===== src/rtl/sys_mem_arb.sv =====
// sys_mem_arb: two-master burst arbiter for the shared system-memory port.
// m0 (video line fetch) can preempt m1 when urgent; read data is routed back by a tag FIFO.
module sys_mem_arb #(
  parameter int SYS_MEM_DATA_W = 32,
  parameter int SYS_MEM_ADDR_W = 27,
  parameter int BURST_LEN      = 16,
  parameter int MAX_PEND       = 8
) (
  input  logic                      clk,
  input  logic                      rst_n,
  input  logic                      m0_urgent,
  input  logic                      m0_wren,
  input  logic                      m0_rden,
  input  logic [SYS_MEM_ADDR_W-1:0] m0_addr,
  input  logic [SYS_MEM_DATA_W-1:0] m0_wdata,
  output logic                      m0_wait,
  output logic                      m0_rd_valid,
  output logic [SYS_MEM_DATA_W-1:0] m0_rdata,
  input  logic                      m1_wren,
  input  logic                      m1_rden,
  input  logic [SYS_MEM_ADDR_W-1:0] m1_addr,
  input  logic [SYS_MEM_DATA_W-1:0] m1_wdata,
  output logic                      m1_wait,
  output logic                      m1_rd_valid,
  output logic [SYS_MEM_DATA_W-1:0] m1_rdata,
  input  logic                      sys_mem_wait,
  output logic                      sys_mem_wren,
  output logic                      sys_mem_rden,
  output logic [SYS_MEM_ADDR_W-1:0] sys_mem_addr,
  output logic [SYS_MEM_DATA_W-1:0] sys_mem_wdata,
  input  logic                      sys_mem_rd_valid,
  input  logic [SYS_MEM_DATA_W-1:0] sys_mem_rdata,
  output logic                      err_orphan
);

  localparam int PW = (MAX_PEND > 1) ? $clog2(MAX_PEND) : 1;
  localparam int BW = (BURST_LEN > 1) ? $clog2(BURST_LEN) : 1;

  typedef enum logic [1:0] {
    IDLE,
    GNT0,
    GNT1
  } state_t;

  state_t state, state_nx;
  logic last_owner, last_owner_nx;
  logic [BW-1:0] beat_cnt, beat_nx;

  logic tag_mem [MAX_PEND];
  logic [PW-1:0] wr_ptr, rd_ptr;
  logic [PW:0] count;
  logic full, empty, push, pop, pop_tag;

  logic m0_req, m1_req;
  logic own, own_req, oth_req;
  logic sel_wren, sel_rden;
  logic [SYS_MEM_ADDR_W-1:0] sel_addr;
  logic [SYS_MEM_DATA_W-1:0] sel_wdata;
  logic rd_block, issued, accept, last_beat, leave;

  assign m0_req = m0_wren | m0_rden;
  assign m1_req = m1_wren | m1_rden;
  assign full = (count == (PW+1)'(MAX_PEND));
  assign empty = (count == '0);
  assign last_beat = (beat_cnt == BW'(BURST_LEN - 1));

  assign pop = sys_mem_rd_valid & ~empty;
  assign pop_tag = tag_mem[rd_ptr];
  assign m0_rd_valid = pop & ~pop_tag;
  assign m1_rd_valid = pop & pop_tag;
  assign m0_rdata = sys_mem_rdata;
  assign m1_rdata = sys_mem_rdata;

  always_comb begin
    state_nx = state;
    last_owner_nx = last_owner;
    beat_nx = beat_cnt;
    own = 1'b0;
    own_req = 1'b0;
    oth_req = 1'b0;
    sel_wren = 1'b0;
    sel_rden = 1'b0;
    sel_addr = '0;
    sel_wdata = '0;
    rd_block = 1'b0;
    issued = 1'b0;
    accept = 1'b0;
    leave = 1'b0;
    push = 1'b0;
    sys_mem_wren = 1'b0;
    sys_mem_rden = 1'b0;
    sys_mem_addr = '0;
    sys_mem_wdata = '0;
    m0_wait = 1'b1;
    m1_wait = 1'b1;
    unique case (state)
      IDLE: begin
        if (m0_req & (m0_urgent | ~m1_req | last_owner)) begin
          state_nx = GNT0;
          beat_nx = '0;
        end else if (m1_req) begin
          state_nx = GNT1;
          beat_nx = '0;
        end
      end
      GNT0, GNT1: begin
        own = (state == GNT1);
        own_req = own ? m1_req : m0_req;
        oth_req = own ? m0_req : m1_req;
        sel_wren = own ? m1_wren : m0_wren;
        sel_rden = own ? m1_rden : m0_rden;
        sel_addr = own ? m1_addr : m0_addr;
        sel_wdata = own ? m1_wdata : m0_wdata;
        // a full tag FIFO holds back reads only; writes still flow
        rd_block = sel_rden & full;
        sys_mem_wren = sel_wren;
        sys_mem_rden = sel_rden & ~full;
        sys_mem_addr = sel_addr;
        sys_mem_wdata = sel_wdata;
        issued = sys_mem_wren | sys_mem_rden;
        accept = issued & ~sys_mem_wait;
        push = accept & sys_mem_rden;
        if (own) m1_wait = sys_mem_wait | rd_block;
        else     m0_wait = sys_mem_wait | rd_block;
        if (accept) beat_nx = last_beat ? '0 : beat_cnt + BW'(1);
        // only release on a command boundary so a stalled command never changes
        leave = (~issued | accept) &
                (~own_req | (accept & last_beat & oth_req) |
                 (own & m0_urgent & m0_req));
        if (leave) begin
          state_nx = IDLE;
          last_owner_nx = own;
        end
      end
      default: state_nx = IDLE;
    endcase
  end

  always_ff @(posedge clk or negedge rst_n) begin
    if (!rst_n) begin
      state <= IDLE;
      last_owner <= 1'b1;
      beat_cnt <= '0;
      wr_ptr <= '0;
      rd_ptr <= '0;
      count <= '0;
      err_orphan <= 1'b0;
    end else begin
      state <= state_nx;
      last_owner <= last_owner_nx;
      beat_cnt <= beat_nx;
      if (push)
        wr_ptr <= (wr_ptr == PW'(MAX_PEND - 1)) ? '0 : wr_ptr + PW'(1);
      if (pop)
        rd_ptr <= (rd_ptr == PW'(MAX_PEND - 1)) ? '0 : rd_ptr + PW'(1);
      if (push & ~pop) count <= count + (PW+1)'(1);
      else if (pop & ~push) count <= count - (PW+1)'(1);
      if (sys_mem_rd_valid & empty) err_orphan <= 1'b1;
    end
  end

  always_ff @(posedge clk) begin
    if (push) tag_mem[wr_ptr] <= own;
  end

endmodule


===== config.mk =====
export PLATFORM = sky130hd
export DESIGN_NAME = sys_mem_arb
export DESIGN_NICKNAME = d
export VERILOG_FILES = /design/src/rtl/sys_mem_arb.sv
export SDC_FILE = /design/constraint.sdc
export NUM_CORES = 1
export LEC_CHECK = 0
export BUFFER_PORTS_ARGS = -buffer_cell sky130_fd_sc_hd__buf_4
export CORE_AREA = 4 4 110 112
export CTS_BUF_LIST = sky130_fd_sc_hd__clkbuf_8
export DETAILED_ROUTE_END_ITERATION = 8
export DIE_AREA = 0 0 114 116
export PLACE_DENSITY = 0.61
export SYNTH_ARGS = -nofsm -noshare
export SYNTH_HDL_FRONTEND = slang
export SYNTH_SLANG_ARGS = --single-unit

===== constraint.sdc =====
create_clock -name clk -period 7.8 [get_ports clk]
set_input_delay 1.56 -clock clk [delete_from_list [all_inputs] [get_ports clk]]
set_output_delay 1.56 -clock clk [all_outputs]
set_load 0.03 [all_outputs]

; Yosys cells after proc, flatten, opt, wreduce, memory -nomap -nowiden
; Memory sizes are Yosys's and may differ from the RTL's.
; Cells that the tools add are included.
; Widths: inputs -> output; s select.
[totals]
ff_bits = 18
ramBits = 8
input_bits = 159
wordCells = 95
n_memories = 1
[op_classes]
n_addsub = 5
n_eq_ne = 9
mux = 31
n_bitwise = 34
n_reduce_logical = 8
[memory_table]
columns = memory, depth, word_bits, read_ports, rd_ports_with_merged_regs, wr, line_no
row1 = tag_mem, 8, 1, 1, 0, 1, 49  ; logic tag_mem [MAX_PEND];
[ops]
columns = op, count
row1 = $mux 32, 2
row2 = $mux 27, 2
row3 = $mux 4, 6
row4 = $and 1x1->1, 16
row5 = $mux 1, 14
row6 = $not 1->1, 9
row7 = $or 1x1->1, 9
row8 = $add 4x1->4 const B, 2
row9 = $eq 4x4->1 const B, 2
row10 = $pmux 4 s2, 1
row11 = $add 3x1->3 const B, 2
row12 = $eq 3x3->1 const B, 2
row13 = $mux 2, 3
row14 = $mux 3, 2
row15 = $logic_not 4->1, 1
row16 = $ne 2x2->1 const B, 2
row17 = $pmux 2 s2, 1
row18 = $reduce_and 2->1, 2
row19 = $reduce_bool 2->1, 2
row20 = $sub 4x1->4 const B, 1
row21 = $ne 3x3->1 const B, 1
row22 = $reduce_and 3->1, 1
row23 = $eq 2x1->1 const B, 1
row24 = $eq 2x2->1 const B, 1
row25 = 2 further kinds, 2

; Depth between registers and ports, before layout
[depth]
word_depth = 12
depth_mapped = 13

; Worst setup path after synthesis
; No wires, ideal clock.
[synth_timing]
path_kind = input to output
start = input m1_rden
end = output m0_wait
t_arrival_ns = 2.377
required_time_ns = 6.240
path_slack_ns = 3.863
path_stages = 4
cell_sequence = mux2i_1 > nor2b_1 > nor3_1 > nand2b_1
[synth_via]
elab_chain_cells = 5
[synth_lines]
columns = item, line_no
row1 = "start, declared", 20  ; input logic m1_rden,
row2 = $mux 1, 111  ; sel_rden = own ? m1_rden : m0_rden;
row3 = $and 1x1->1, 115  ; rd_block = sel_rden & full;
row4 = $or 1x1->1, 124  ; else m0_wait = sys_mem_wait | rd_block;
row5 = $mux 1, 123  ; if (own) m1_wait = sys_mem_wait | rd_block;
row6 = $mux 1, 96  ; unique case (state)
row7 = "end, declared", 16  ; output logic m0_wait,
; No other way between the ends.

; Final worst setup path
[layout_timing]
start = input m1_rden
end = output m1_wait
[layout_via]
elab_chain_cells = 5
[layout_lines]
columns = item, line_no
row1 = $mux 1, 111
row2 = $and 1x1->1, 115
row3 = $or 1x1->1, 123
row4 = $mux 1, 123
row5 = $mux 1, 96
row6 = "end, declared", 23  ; output logic m1_wait,
; No other way between the ends.

==> impl_results.md <==
- WL/cell: 19.89 µm
- Number of placed cells counting well taps: 593
- Most used standard cells in the synthesized netlist: sky130_fd_sc_hd__nor2_1, sky130_fd_sc_hd__buf_4, sky130_fd_sc_hd__mux2i_1
- Antenna violations before repair: 1
- Horizontal extent of the die: about 110 µm
- Number of standard cells after synthesis: between 300 and 400
- Distinct cells, synth: 45
- Number of sinks on the clock net: 26
- Setup bufs post-CTS: 0
- Crit path launch type: input pin
- Maximum number of pins on one net before global-route repair: 69
- Final cell area excluding filler cells: 4049 µm²
- Worst rel slew slack: 0.4921
- Clock root cell: sky130_fd_sc_hd__clkbuf_8
- Result of the run: completed
- Number of enable-type register cells in the synthesized netlist: 8
- Setup WS pre-CTS: about 3.4 ns
- Highest net fanout along the worst path: 4
- Max VDD drop: 238.7 µV
- Last weighted congestion value of the routability-driven placer: roughly 0.74
- Syn Nets: 504
- Area leader, netlist: sky130_fd_sc_hd__mux2i_1
- Number of synthesis warnings: 0
- Average cell area after synthesis: about 8.7 µm²
- H-tree level count: 1
- Worst endpoint data arrival time: between 2 and 3 ns
- Post-Route Setup TNS: 0 ns
- Synth-to-layout area growth: 39.72%
- Highest attainable clock frequency: between 200 and 250 MHz
- First-pass GRT wire length: 16.84 mm
- Power after layout: 1.788 mW
- Cell with the most instances after synthesis: sky130_fd_sc_hd__nor2_1
- Total standard cell area after synthesis: 2898 µm²
- Insertion delay to the later sink of the worst-skew pair: between 0.2 and 0.3 ns
- Initial cell density of the core: 0.2582
- Die ar.: 13,220 µm²
- Number of placement rows: 39
- Setup skew after layout: ~0.0032 ns
- Routed wire length: 11.88 mm
- Post-synthesis register bit count: 26
- Portion of the clock cycle consumed by the worst path in the final layout: 0.5622
- DPL Wire Length: 10.52 mm
- Antenna viol nets, final: 0
- Number of slew-limit violations in the final report: 0
- Post-cts hold buffer count: 0
- Number of ports placed on the die boundary: 289
- Clock transition at path regs: ~0.08 ns
- Proportion of layout cells with a drive suffix above 1: 0.4780
- Cts repair resizes: 0
- Final WS setup: 3.415 ns
- Power density cells: 441.7 nW/µm²
- Gr usage total: 0.1688
- Grt total ovfl: 0
- Post-DP Area: approximately 4000 µm²
- Routed vias: 2,693
- Number of nets at the end of the flow: approximately 630
- Vias in the first global route: 2,678
- Most common flop cell mapped by yosys: sky130_fd_sc_hd__dfrtp_1
- Worst Tran Pin Value: 0.7537 ns
- Area fraction of the dominant cell type after synthesis: 0.2211
- Leak pwr: 1.989 nW
- DRC violation count after routing: 0
- Count of buffers from port buffering: about 190
- TritonCTS clock tree: built
- Antenna Diode Count: 0
- Setup Viol. Count Final: 0
- Number of filler cells placed in the layout: around 1.2k
- Post-synth ARST share: 0.6923
- Core area: 11,220 µm²
- Number of violations reported at the end of detailed-routing iteration 0: about 150
- Type of destination of the critical path: primary output
- Count of final hold-check violations: 0
- Max Root-Sink Buffers: 2
- Unrepaired setup endpoints after global routing: no
- Critical path data required time: 6.24 ns
- TritonCTS Buffers: 3
- Portion of the post-synthesis area used by sequential elements: 0.2388
- Number of optimization iterations in the first detailed-route pass: 4
- Final cell count without fillers: 597
- Class of the tightest hold or removal check: flop to flop
- Minimum clock period after layout: around 4.4 ns
- Biggest area contributors in the synthesized netlist: sky130_fd_sc_hd__mux2i_1, sky130_fd_sc_hd__buf_4, sky130_fd_sc_hd__dfrtp_1
- WS Path Type: input pin to primary output
- Die Ht: about 120 µm
- Post-detailed-route via-to-cell ratio: 4.511
- Reported max-cap violation count: 0
## flip-flops by register name, summed over array words and instances, names as in the netlist
name        count
tag_mem         8
beat_cnt        4
count           4
rd_ptr          3
wr_ptr          3
state           2
err_orphan      1
last_owner      1
## metrics by stage
step	hold WS, ns	util
2_1_floorplan	0.4945	-
3_3_place_gp	0.4725	0.3567
3_5_place_dp	0.4680	0.3567
4_1_cts	0.4888	0.3608
5_1_grt	0.4962	0.3608
6_report	0.4931	0.3608
## kinds of logic after synthesis
logic type / count (synthesis) / share of synthesized area
simple gates: 110 / 0.1770
buf+inv: 85 / 0.1965
mux: 71 / 0.2560
flops: 26 / 0.2388
compound gates: 27 / 0.06952
xor+xnor: 4 / 0.01209
fa+ha+maj: 11 / 0.05009
## final timing paths
path | start | endpoint | slack, ns | cells past startpoint
worst max register to register | state[1] | count[3] | 4.45 | 14
worst min register to register | err_orphan | err_orphan | 0.49 | 1
max in group asynchronous | rst_n | last_owner | 6.39 | 1
worst max-delay path | m1_rden | m1_wait | 3.41 | 6
worst min-delay path | err_orphan | err_orphan | 0.49 | 1
min in group asynchronous | rst_n | rd_ptr[0] | 1.14 | 1
## critical path, stage by stage
cell                      delay (ns)
sky130_fd_sc_hd__buf_4          0.12
sky130_fd_sc_hd__mux2i_1        0.38
sky130_fd_sc_hd__nor2b_1        0.10
sky130_fd_sc_hd__nor3_1         0.35
sky130_fd_sc_hd__nand2_1        0.11
sky130_fd_sc_hd__buf_4          0.20
## layer usage
| metal | wire length (µm) | vias to the layer above | track usage |
|---|---|---|---|
| met5 | 20 | - | 0 |
| met4 | 48 | 2 | 0.01900 |
| met1 | 4507 | 1224 | 0.2031 |
| li1 | - | 1323 | - |
| met3 | 1308 | 7 | 0.08303 |
| met2 | 5992 | 137 | 0.2826 |
## where the power goes
| group | internal [mW] | switching (mW) |
|---|---|---|
| clock network | 0.0353 | 0.0410 |
| logic | 0.561 | 0.903 |
| registers | 0.192 | 0.0558 |
## final cells by class
cell class / count / area (µm²) / area share
clock buffer: 3 / 41.29 / 0.01020
inverter: 7 / 27.53 / 0.006799
sequential: 26 / 691.9 / 0.1709
clock inverter: 1 / 3.754 / 0.0009271
tap: 143 / 178.9 / 0.04419
multi-input combinational: 223 / 1649 / 0.4073
timing repair buffer: 194 / 1456 / 0.3597
## layout by cell type (no fill, tap or decap), drive strengths merged, types with 3 or more instances in the layout
cell type / synthesis / final
buf: 71 / 194
nor2: 73 / 73
mux2i: 64 / 64
dfrtp: 17 / 17
nand2: 12 / 12
ha: 10 / 10
o21ai: 9 / 9
edfxtp: 8 / 8
nor3: 8 / 8
inv: 6 / 6
nand2b: 6 / 6
mux2: 5 / 5
xnor2: 4 / 4
a2bb2oi: 3 / 3
a21oi: 3 / 3
clkbuf: 7 / 3
Note: power is estimated with default switching activity, not from simulation.
